--- src/rtl/seg7_scan_counter.sv ---
// seg7_scan_counter
//   Multi-digit BCD seconds counter with a time-multiplexed seven-segment
//   display driver. A programmable prescaler produces ticks; on each tick
//   the digit chain counts up or down with full same-cycle ripple. A free
//   running scan counter walks the digit enables and the selected digit is
//   decoded to segments, with optional leading-zero blanking.
//
// Ports
//   clk          clock, all state updates on the rising edge
//   reset        synchronous, active-high reset
//   period_in    new tick period in clk cycles (0 is treated as 1)
//   period_load  load period_in and restart the prescaler
//   run          1 = count on ticks, 0 = hold digits
//   down         1 = count down, 0 = count up
//   clear        zero the digits and the prescaler
//   blank_lz     blank leading zero digits (digit 0 is never blanked)
//   bcd_out      digit registers, digit 0 in bits [3:0]
//   wrap         one-cycle pulse after the counter wraps
//   seg_out      segments a..g of the selected digit (bit0 = a), active-high
//   dig_sel      one-hot, active-high digit enable
//   io_oeb       output enables, constant all-zero
module seg7_scan_counter #(
  parameter int DIGITS       = 4,
  parameter int PRESCALE_W   = 24,
  parameter int RESET_PERIOD = 16_000_000,
  parameter int SCAN_W       = 10
) (
  input  logic                  clk,
  input  logic                  reset,
  input  logic [PRESCALE_W-1:0] period_in,
  input  logic                  period_load,
  input  logic                  run,
  input  logic                  down,
  input  logic                  clear,
  input  logic                  blank_lz,
  output logic [4*DIGITS-1:0]   bcd_out,
  output logic                  wrap,
  output logic [6:0]            seg_out,
  output logic [DIGITS-1:0]     dig_sel,
  output logic [6+DIGITS:0]     io_oeb
);

  localparam int IDX_W = (DIGITS > 1) ? $clog2(DIGITS) : 1;
  localparam logic [PRESCALE_W-1:0] PONE = PRESCALE_W'(1);

  logic [PRESCALE_W-1:0] r_period;
  logic [PRESCALE_W-1:0] r_presc;
  logic [4*DIGITS-1:0]   r_digits;
  logic                  r_wrap;
  logic [SCAN_W-1:0]     r_scanCnt;
  logic [IDX_W-1:0]      r_scanIdx;

  logic                  w_tick;
  logic [4*DIGITS-1:0]   w_nextDigits;
  logic                  w_rollover;
  logic [3:0]            w_curDigit;
  logic                  w_curBlank;
  logic [6:0]            w_segRaw;

  assign w_tick = (r_presc == r_period - PONE);

  // Next digit values for one count step. A digit only moves when every
  // lower digit rolled over; a carry/borrow out of the top digit means the
  // whole counter wrapped.
  always_comb begin
    logic carry;
    w_nextDigits = r_digits;
    carry        = 1'b1;
    for (int k = 0; k < DIGITS; k++) begin
      if (carry) begin
        if (down) begin
          if (r_digits[4*k +: 4] == 4'd0) begin
            w_nextDigits[4*k +: 4] = 4'd9;
          end else begin
            w_nextDigits[4*k +: 4] = r_digits[4*k +: 4] - 4'd1;
            carry = 1'b0;
          end
        end else begin
          if (r_digits[4*k +: 4] == 4'd9) begin
            w_nextDigits[4*k +: 4] = 4'd0;
          end else begin
            w_nextDigits[4*k +: 4] = r_digits[4*k +: 4] + 4'd1;
            carry = 1'b0;
          end
        end
      end
    end
    w_rollover = carry;
  end

  // Counter state: clear beats a period load, which beats a tick. A load
  // restarts the prescaler so the first tick lands a full new period later.
  always_ff @(posedge clk) begin
    if (reset) begin
      r_period <= PRESCALE_W'(RESET_PERIOD);
      r_presc  <= '0;
      r_digits <= '0;
      r_wrap   <= 1'b0;
    end else begin
      r_wrap <= 1'b0;
      if (clear) begin
        r_digits <= '0;
        r_presc  <= '0;
      end else if (period_load) begin
        r_period <= (period_in == '0) ? PONE : period_in;
        r_presc  <= '0;
      end else if (w_tick) begin
        r_presc <= '0;
        if (run) begin
          r_digits <= w_nextDigits;
          r_wrap   <= w_rollover;
        end
      end else begin
        r_presc <= r_presc + PONE;
      end
    end
  end

  // Display scan runs independently of the counter controls so the
  // display keeps refreshing while paused, cleared or reprogrammed.
  always_ff @(posedge clk) begin
    if (reset) begin
      r_scanCnt <= '0;
      r_scanIdx <= '0;
    end else begin
      r_scanCnt <= r_scanCnt + SCAN_W'(1);
      if (&r_scanCnt) begin
        r_scanIdx <= (r_scanIdx == IDX_W'(DIGITS - 1)) ? '0 : r_scanIdx + IDX_W'(1);
      end
    end
  end

  // Pick the selected digit. Walking from the top digit down tracks whether
  // this digit and everything above it are zero, which is the blanking rule.
  always_comb begin
    logic allZero;
    w_curDigit = r_digits[3:0];
    w_curBlank = 1'b0;
    allZero    = 1'b1;
    for (int k = DIGITS - 1; k >= 0; k--) begin
      allZero = allZero && (r_digits[4*k +: 4] == 4'd0);
      if (r_scanIdx == IDX_W'(k)) begin
        w_curDigit = r_digits[4*k +: 4];
        w_curBlank = blank_lz && allZero && (k != 0);
      end
    end
  end

  // Segment patterns, bit0 = a ... bit6 = g.
  always_comb begin
    w_segRaw = 7'b0000000;
    case (w_curDigit)
      4'd0: w_segRaw = 7'b0111111;
      4'd1: w_segRaw = 7'b0000110;
      4'd2: w_segRaw = 7'b1011011;
      4'd3: w_segRaw = 7'b1001111;
      4'd4: w_segRaw = 7'b1100110;
      4'd5: w_segRaw = 7'b1101101;
      4'd6: w_segRaw = 7'b1111101;
      4'd7: w_segRaw = 7'b0000111;
      4'd8: w_segRaw = 7'b1111111;
      4'd9: w_segRaw = 7'b1101111;
      default: w_segRaw = 7'b0000000;
    endcase
  end

  assign seg_out = w_curBlank ? 7'b0000000 : w_segRaw;
  assign dig_sel = DIGITS'(1) << r_scanIdx;
  assign bcd_out = r_digits;
  assign wrap    = r_wrap;
  assign io_oeb  = '0;

endmodule

--- config.mk ---
export PLATFORM = sky130hd
export DESIGN_NAME = seg7_scan_counter
export DESIGN_NICKNAME = d
export VERILOG_FILES = /design/src/rtl/seg7_scan_counter.sv
export SDC_FILE = /design/constraint.sdc
export NUM_CORES = 1
export LEC_CHECK = 0
export ABC_AREA = 1
export CAP_MARGIN = 20
export CORE_AREA = 5 5 106 108
export CTS_CLUSTER_DIAMETER = 60
export DETAILED_ROUTE_END_ITERATION = 12
export DIE_AREA = 0 0 111 113
export PLACE_DENSITY = 0.92
export SLEW_MARGIN = 20
export SYNTH_ARGS = -nofsm -noshare
export SYNTH_HDL_FRONTEND = slang
export SYNTH_SLANG_ARGS = --single-unit
--- constraint.sdc ---
create_clock -name clk -period 2.6 [get_ports clk]
set_input_delay 0.26 -clock clk [delete_from_list [all_inputs] [get_ports clk]]
set_output_delay 0.26 -clock clk [all_outputs]
set_load 0.01 [all_outputs]
==> metrics.yaml, run 1 <==
pwr:
  peakVddDrop_v: 0.000496
  p_per_area_nw_per_um2: 393
  leakage_nw: 3.11
floorplanning:
  dieArea_um2: 12500
  initial_utilization: 0.554
  fp.dieW_um: 111
  core_area_um2: 10100
  ios: 70
  die_h_um: 113
  fp-row-count: 37
layout:
  seq_area_um2: 1550
  area_delta_synth_final_pct: 25.0
  antenna_cells: 0
  fin_nets: 1028
  final_cell_mix: "202 x nand2_1, 138 x nor2_1, 116 x inv_1"
  final_cell_area_um2: 7020
  multi_input_area_um2: 3720
  final_common_cell: "nand2_1"
  layout-drive-gt1-share: 0.148
  fill_cells: 788
clock_network:
  clock_latency_ns: 0.37
  cts_tree: "built"
  h-tree-depth: 3
  cts-hold-fix-buffers: 0
  numCtsBuffers: 9
  cts_root_buf: "clkbuf_8"
  clkTransAtPathRegs_ns: 0.10
  cts_sinks: 77
  max-clock-path-buffers: 2
setup_path:
  reg2reg_from: "r_period[0]"
  required_ns: 2.34
  cp_num_buf_inv: 5
  worstRegToRegCells: 15
  worstSetupEndpointType: "primary output"
  path_depth: 13
  cp_max_fo: 3
  crit_chain: "inv_2 -> buf_4 -> ha_4 -> inv_4 -> nand2_4 -> a31oi_4 -> a22oi_2 -> buf_4 -> ha_2 -> o21ai_2 -> nor2_2 -> nor2_2 -> buf_2"
  rr_endpoint: "bcd_out[13]"
  cp.arrival_ns: 2.42
  crit_start: "r_scanIdx[1]"
  critPathSlowestCell: "dfxtp_4"
  start_kind: "flop"
  crit_family: "buffers and inverters"
  crit_type: "reg -> out"
  slowest_delay_ns: 0.38
  rrSetupSlack_ns: 0.21
  cp-endpoint: "seg_out[3]"
placement:
  portBuffers: 58
  place_area_um2: 6470
  dp_hpwl_um: 11400
  dp_slack_ns: -0.185
  gp_congestion: 0.974
synth:
  synth.yosys.seq_area_share: 0.274
  synth-edff-count: 0
  synth-main-ff-cell: "dfxtp_1"
  yosys.area.top_type_share: 0.274
  synth_seq_cells: 77
  synth-async-reset-ratio: 0
  synth_area_leaders: "dfxtp_1 27%, nand2_1 14%, nor2_1 9.7%, inv_1 8.5%, nand3_1 5.1%"
  synth.avg_cell_area_um2: 6.26
  post-synth-top-area-cell: "dfxtp_1"
  synth_area_um2: 5620
  synth.distinct_cells: 45
  syn-instance-count: 898
  yosys_warnings: 0
drt:
  num_vias: 6353
  route.detailed.drc: 0
  routed_wl_um: 17200
  drt-initial-drc-count: 737
  wl_per_cell_um: 15.2
  avgViaCountPerCell: 5.64
  ant_nets: 0
  drtPass1Iterations: 9
sta:
  max-slew-margin-rel: 0.473
  hold_violations: 0
  setup_viol: 5
  clock_skew_ns: 0.0228
  setup_slack_ns: -0.0755
  tightest_slew_ns: 0.783
  whs_ns: 0.449
  slew_viol_final: 0
  max_freq_ghz: 0.374
  tns_ns: -0.238
  rsz0062_at_grt: "true"
  min_period_over_period: 1.03
  fin_crit_ns: 2.68
global_route:
  overflow: 0
  grt_pass1_wl_um: 25100
  gr-usage-all-layers: 0.240
  grt_pass1_vias: 5498
  grt_max_degree: 28
  grt_antenna_before_repair: 0
run:
  max_cap_violations: 0
outcome:
  outcome: "complete, but fails checks"
  violations: "setup timing"
min_path:
  worstHoldPathType: "in -> reg"
## state kept, by name, indices dropped and copies added (netlist names)
name	flops
wrap	1
r_period	24
bcd_out	16
r_scanCnt	10
r_presc	24
r_scanIdx	2
## timing repair
action / 4_1_cts / 5_1_grt
gates resized for setup: 56 / 52
pin swaps: 6 / 23
setup buffers: 2 / 7
setup endpoints to repair: 7 / 37
## final cells by class
| cell class | instances | share of cell area |
|---|---|---|
| Tap cell | 136 | 0.0242 |
| Clock buffer | 9 | 0.0176 |
| Multi-Input combinational cell | 673 | 0.530 |
| Sequential cell | 77 | 0.221 |
| Inverter | 129 | 0.0697 |
| Clock inverter | 7 | 0.0139 |
| Timing Repair Buffer | 95 | 0.124 |
## Yosys cell counts (4+ instances only)
master / n
ha_1: 12
clkbuf_1: 15
xnor2_1: 13
dfxtp_1: 77
nor2_1: 145
nand2_1: 205
nand3_1: 57
o211ai_1: 5
nand4_1: 24
a22oi_1: 4
o21ai_1: 5
nor4_1: 5
buf_4: 13
nand2_2: 5
nor3b_1: 4
a211oi_1: 6
nor2_2: 10
inv_1: 127
a21oi_1: 34
nand3b_1: 5
nor3_1: 14
xor2_1: 28
o21ai_0: 43
a31oi_1: 6
## per-stage QoR
step                      power [mW]  utilization  std cells
final                           2.76        0.693       1126
after global routing            2.86        0.693       1126
after CTS                       2.73        0.666       1119
after detailed placement        1.71        0.638       1101
after global placement          1.70        0.638       1101
after floorplan                 1.58            -        908
## worst min-delay path by stage
stage | from | endpoint | slack [ns] | cells past startpoint
2_1_floorplan | reset | r_period[18] | 0.36 | 2
3_3_place_gp | r_scanCnt[0] | r_scanCnt[0] | 0.43 | 1
3_5_place_dp | r_scanCnt[0] | r_scanCnt[0] | 0.44 | 1
4_1_cts | period_in[1] | r_period[1] | 0.45 | 3
5_1_grt | period_in[1] | r_period[1] | 0.45 | 3
6_report | period_in[1] | r_period[1] | 0.45 | 3
## power breakdown
part | internal [mW] | switching (mW)
Clock | 0.544 | 0.509
Sequential | 1.21 | 0.0398
Combinational | 0.168 | 0.290
## cells by family (layout without fill, tap and decap cells)
group | count (synthesis) | in the layout | synth area share
adder cells (fa/ha/maj) | 12 | 12 | 0.0267
other | 1 | 11 | 0.000667
AND/OR/NAND/NOR | 493 | 493 | 0.397
flip-flops | 77 | 77 | 0.274
buffers and inverters | 158 | 240 | 0.114
AO/OA/AOI/OAI | 115 | 115 | 0.118
XOR/XNOR | 42 | 42 | 0.0679
## layer usage
layer / track usage / part of all wire / vias up
met2: 0.399 / 0.45 / 378
met5: 0 / 0 / -
li1: - / - / 3044
met4: 0.117 / 0.059 / 0
met1: 0.308 / 0.40 / 2803
met3: 0.0316 / 0.088 / 128
## worst register-to-register path: stages (launching register included)
cell	delay, ns
dfxtp_1	0.34
inv_1	0.09
ha_2	0.26
nand2_4	0.13
nor2_8	0.19
nand2_2	0.11
inv_1	0.08
nand2_1	0.05
nand2_1	0.08
nand2_1	0.05
a21boi_0	0.15
nand3_1	0.12
nor2_2	0.18
nand4_1	0.20
nor2_1	0.18
nor2_1	0.09
Note: power is estimated with default switching activity, not from simulation.
==> run 2, diff against run 1 <==
- SKIP_LAST_GASP: unset -> 1
==> run 2 against run 1 <==
The flow still finishes with violations (setup timing). Clock-buffer cell count unchanged. Clock skew rose by 0.00077 ns. Global-route usage is the same. Critical path depth did not move. Wire length up 1.8%. Design area about the same. Cell count unchanged. Worst hold slack barely moved. First-iteration DRC count is 7.7% higher. Non-clock buffer count is the same. Die area is the same. Via count up 0.80%.
==> metrics.yaml, run 2 (synthesis results as in run 1) <==
outcome:
  outcome: "complete, but fails checks"
  violations: "setup timing"
setup_path:
  slowest_delay_ns: 0.38
  required_ns: 2.34
  crit_type: "reg -> out"
  critPathSlowestCell: "dfxtp_4"
  crit_family: "buffers and inverters"
  cp.arrival_ns: 2.51
  rr_endpoint: "bcd_out[14]"
  cp_num_buf_inv: 5
  path_depth: 13
  worstSetupEndpointType: "primary output"
  cp_max_fo: 3
  crit_chain: "inv_2 -> buf_4 -> ha_4 -> inv_4 -> nand2_4 -> a31oi_4 -> a22oi_2 -> buf_4 -> ha_2 -> o21ai_2 -> nor2_2 -> nor2_2 -> buf_2"
  worstRegToRegCells: 14
  start_kind: "flop"
  rrSetupSlack_ns: 0.07
  reg2reg_from: "r_period[0]"
drt:
  num_vias: 6404
  routed_wl_um: 17500
  drtPass1Iterations: 10
  drt-initial-drc-count: 794
  wl_per_cell_um: 15.5
  avgViaCountPerCell: 5.69
  ant_nets: 0
  route.detailed.drc: 0
sta:
  rsz0062_at_grt: "true"
  slew_viol_final: 0
  min_period_over_period: 1.06
  setup_slack_ns: -0.166
  clock_skew_ns: 0.0236
  hold_violations: 0
  fin_crit_ns: 2.77
  setup_viol: 7
  tns_ns: -0.526
  max_freq_ghz: 0.361
  max-slew-margin-rel: 0.471
  tightest_slew_ns: 0.787
layout:
  fill_cells: 782
  fin_nets: 1028
  layout-drive-gt1-share: 0.148
  antenna_cells: 0
  final_common_cell: "nand2_1"
  area_delta_synth_final_pct: 24.8
  final_cell_mix: "202 x nand2_1, 138 x nor2_1, 116 x inv_1"
global_route:
  grt_max_degree: 28
  gr-usage-all-layers: 0.240
  grt_pass1_vias: 5498
  grt_pass1_wl_um: 25100
  grt_antenna_before_repair: 0
  overflow: 0
clock_network:
  numCtsBuffers: 9
  cts_sinks: 77
  clkTransAtPathRegs_ns: 0.10
  cts_root_buf: "clkbuf_8"
  cts-hold-fix-buffers: 0
  h-tree-depth: 3
  clock_latency_ns: 0.38
  max-clock-path-buffers: 2
  cts_tree: "built"
pwr:
  leakage_nw: 3.11
  peakVddDrop_v: 0.000495
  p_per_area_nw_per_um2: 393
floorplanning:
  initial_utilization: 0.554
  fp-row-count: 37
  die_h_um: 113
  ios: 70
  core_area_um2: 10100
  fp.dieW_um: 111
  dieArea_um2: 12500
run:
  max_cap_violations: 0
min_path:
  min_to: "r_period[1]"
  min_from: "period_in[1]"
  whs_path_depth: 3
  worstHoldPathType: "in -> reg"
placement:
  dp_hpwl_um: 11400
  gp_congestion: 0.974
  dp_slack_ns: -0.185
  portBuffers: 58
run 2: cell counts in the layout (fill, tap and decap cells not counted):
Identical to the previous run, type by type.
run 2: worst reg2reg max path: stages (launching register included):
cell and delay, ns:
dfxtp_1 0.38, inv_1 0.08, ha_2 0.29, inv_1 0.05, nand2_1 0.04, nand2_1 0.06, nand3_1 0.07, nor2_1 0.21
nand4_1 0.14, nor2_1 0.17, nand2_1 0.06, nor2_1 0.29, nand4_1 0.28, nor2_1 0.24, nor2_1 0.08
run 2: worst max-delay path by stage:
| stage | start | endpoint |
|---|---|---|
| detailed placement | r_scanIdx[1] | seg_out[3] |
| global placement | r_scanIdx[0] | seg_out[2] |
| floorplan | r_scanIdx[0] | seg_out[3] |
| CTS | r_scanIdx[1] | seg_out[4] |
| global route | r_scanIdx[1] | seg_out[0] |
| finish | r_scanIdx[1] | seg_out[3] |
run 2: report_power, final:
| part | switching, mW | total, mW | internal (mW) |
|---|---|---|---|
| logic | 0.292 | 0.460 | 0.168 |
| registers | 0.0394 | 1.25 | 1.21 |
| clock network | 0.506 | 1.05 | 0.544 |
run 2: final cells by class:
type,instances,area [um2],area share
clock inverter,7,97.6,0.0139
tap,136,170,0.0243
sequential,77,1550,0.221
multi-input combinational,673,3720,0.530
clock buffer,9,124,0.0177
inverter,129,489,0.0697
timing repair buffer,95,866,0.123
run 2: routing by layer:
| layer | track usage | up-vias | part of all wire |
|---|---|---|---|
| met5 | 0 | - | 0 |
| met4 | 0.117 | 0 | 0.056 |
| met3 | 0.0316 | 116 | 0.088 |
| met2 | 0.399 | 410 | 0.46 |
| met1 | 0.308 | 2841 | 0.40 |
| li1 | - | 3037 | - |
run 2: through the flow:
step	hold slack [ns]	std cells	power, mW	utilization	instance area (um2)
floorplan	0.360	908	1.58	-	5660
global placement	0.429	1101	1.70	0.638	6470
detailed placement	0.439	1101	1.71	0.638	6470
CTS	0.448	1119	2.73	0.666	6750
global route	0.449	1126	2.86	0.692	7020
finish	0.449	1126	2.76	0.692	7020
run 2: timing repair:
action / CTS / global route
pin swaps: 6 / 23
endpoints found under the setup margin: 7 / 37
buffers inserted: 2 / 7
resized for setup: 56 / 51
==> run 3, diff against run 2 <==
- CORE_AREA: 5 5 106 108 -> 5 5 105 107
- CTS_BUF_LIST: unset -> sky130_fd_sc_hd__clkbuf_4 sky130_fd_sc_hd__clkbuf_8
- DIE_AREA: 0 0 111 113 -> 0 0 110 112
- PLACE_DENSITY: 0.92 -> 0.93
==> run 3 against run 2 <==
The flow still finishes with violations (setup timing). Clock-buffer cell count rose by 1. First-iteration DRC count fell by 11%. Worst setup slack improved by 0.090 ns. Non-clock buffer count fell by 5. Via count fell by 2.6%. Global-route usage rose by 1.5 points. Wire length fell by 7.4%. Fmax rose by 3.4%. Critical path type unchanged.
==> metrics.yaml, run 3 (synthesis results as in run 1) <==
setup_path:
  rr_endpoint: "bcd_out[13]"
  critPathSlowestCell: "dfxtp_4"
  crit_type: "reg -> out"
  crit_chain: "inv_2 -> ha_4 -> buf_4 -> a31oi_1 -> a22oi_2 -> inv_1 -> buf_4 -> ha_1 -> a211oi_2 -> nor3_2 -> buf_2"
  cpMostUsedCell: "buf_4"
  slowest_delay_ns: 0.38
  cp.arrival_ns: 2.42
  worstSetupEndpointType: "primary output"
  cp_max_fo: 6
  rrSetupSlack_ns: 0.14
  worstRegToRegCells: 15
  start_kind: "flop"
  required_ns: 2.34
  reg2reg_from: "r_period[0]"
floorplanning:
  ios: 70
  die_h_um: 112
  dieArea_um2: 12300
  initial_utilization: 0.559
  core_area_um2: 10000
  fp-row-count: 37
  fp.dieW_um: 110
global_route:
  overflow: 0
  grt_pass1_wl_um: 25200
  grt_max_degree: 28
  grt_pass1_vias: 5649
  grt_antenna_before_repair: 0
  gr-usage-all-layers: 0.254
drt:
  num_vias: 6239
  avgViaCountPerCell: 5.57
  routed_wl_um: 16200
  wl_per_cell_um: 14.4
  drtPass1Iterations: 6
  drt-initial-drc-count: 703
  ant_nets: 0
  route.detailed.drc: 0
layout:
  final_cell_area_um2: 6870
  area_delta_synth_final_pct: 22.2
  final_cell_mix: "203 x nand2_1, 142 x nor2_1, 118 x inv_1"
  antenna_cells: 0
  layout-drive-gt1-share: 0.130
  fill_cells: 819
  fin_nets: 1023
  final_common_cell: "nand2_1"
sta:
  clock_skew_ns: 0.0116
  max-slew-margin-rel: 0.527
  fin_crit_ns: 2.68
  max_freq_ghz: 0.374
  rsz0062_at_grt: "true"
  slew_viol_final: 0
  whs_ns: 0.454
  tightest_slew_ns: 0.703
  min_period_over_period: 1.03
  setup_slack_ns: -0.0762
  setup_viol: 5
  hold_violations: 0
placement:
  portBuffers: 58
  place_area_um2: 6470
  dp_hpwl_um: 11500
  gp_congestion: 0.953
min_path:
  whs_path_depth: 3
  min_from: "period_in[16]"
  min_to: "r_period[16]"
  worstHoldPathType: "in -> reg"
clock_network:
  cts_sinks: 77
  cts_root_buf: "clkbuf_8"
  cts-hold-fix-buffers: 0
  clkTransAtPathRegs_ns: 0.09
  numCtsBuffers: 9
  max-clock-path-buffers: 2
  h-tree-depth: 3
  clock_latency_ns: 0.37
  cts_tree: "built"
pwr:
  peakVddDrop_v: 0.000581
  p_per_area_nw_per_um2: 402
  leakage_nw: 3.07
outcome:
  outcome: "complete, but fails checks"
  violations: "setup timing"
run:
  max_cap_violations: 0
## run 3: cell count changes in the layout (fill, tap and decap cells not counted), sizes merged
cell,delta
clkbuf,+1
inv,-1
buf,-5
clkinvlp,-1
## run 3: where the power goes
group	internal [mW]	switching [mW]	leakage [nW]
registers	1.21	0.0392	0.627
clock network	0.565	0.496	0.109
logic	0.167	0.291	2.34
total	1.94	0.826	3.07
## run 3: final cells by class
type | instances | area (um2) | share of cell area
clock buffers | 10 | 138 | 0.0200
clock inverters | 5 | 85.1 | 0.0124
inverters | 129 | 487 | 0.0709
multi-input cells | 673 | 3630 | 0.528
flip-flops and latches | 77 | 1550 | 0.225
well taps | 136 | 170 | 0.0248
repair buffers | 90 | 817 | 0.119
## run 3: what timing repair did
action                     4_1_cts  5_1_grt
pin swaps                        7       15
gates cloned                     0        0
resized for setup               50       32
setup buffers                    3        1
setup endpoints to repair        7       15
## run 3: how the worst max path moves through the flow
stage                  from          to  slack (ns)
2_1_floorplan  r_scanIdx[0]  seg_out[3]        0.23
6_report       r_scanIdx[0]  seg_out[4]       -0.08
3_5_place_dp   r_scanIdx[0]  seg_out[2]       -0.15
4_1_cts        r_scanIdx[0]  seg_out[2]      -0.007
3_3_place_gp   r_scanIdx[0]  seg_out[2]       -0.07
5_1_grt        r_scanIdx[1]  seg_out[5]       -0.21
## run 3: per-layer routing
metal	GRT usage	routed length [um]	vias up
met5	0	0	-
met4	0.141	752	0
met3	0.0481	1550	88
met2	0.413	7520	360
met1	0.312	6350	2764
li1	-	-	3027
## run 3: critical path, delay by kind of cell, from the launching register on
family                     cells  cell delay (ns)
AOI/OAI and AO/OA              3             0.54
adders and majority gates      2             0.37
buffers and inverters          5             0.70
DFF                            1             0.38
and+or+nand+nor                1             0.06
## run 3: through the flow
stage	utilization	setup TNS, ns	instances	worst slack (ns)	total power [mW]
after floorplan	-	0	908	0.234	1.58
after global placement	0.644	-0.206	1101	-0.0704	1.70
after detailed placement	0.644	-0.685	1101	-0.145	1.71
after CTS	0.672	-0.00738	1119	-0.00738	2.74
after global routing	0.684	-1.06	1120	-0.208	2.86
final	0.684	-0.241	1120	-0.0762	2.76
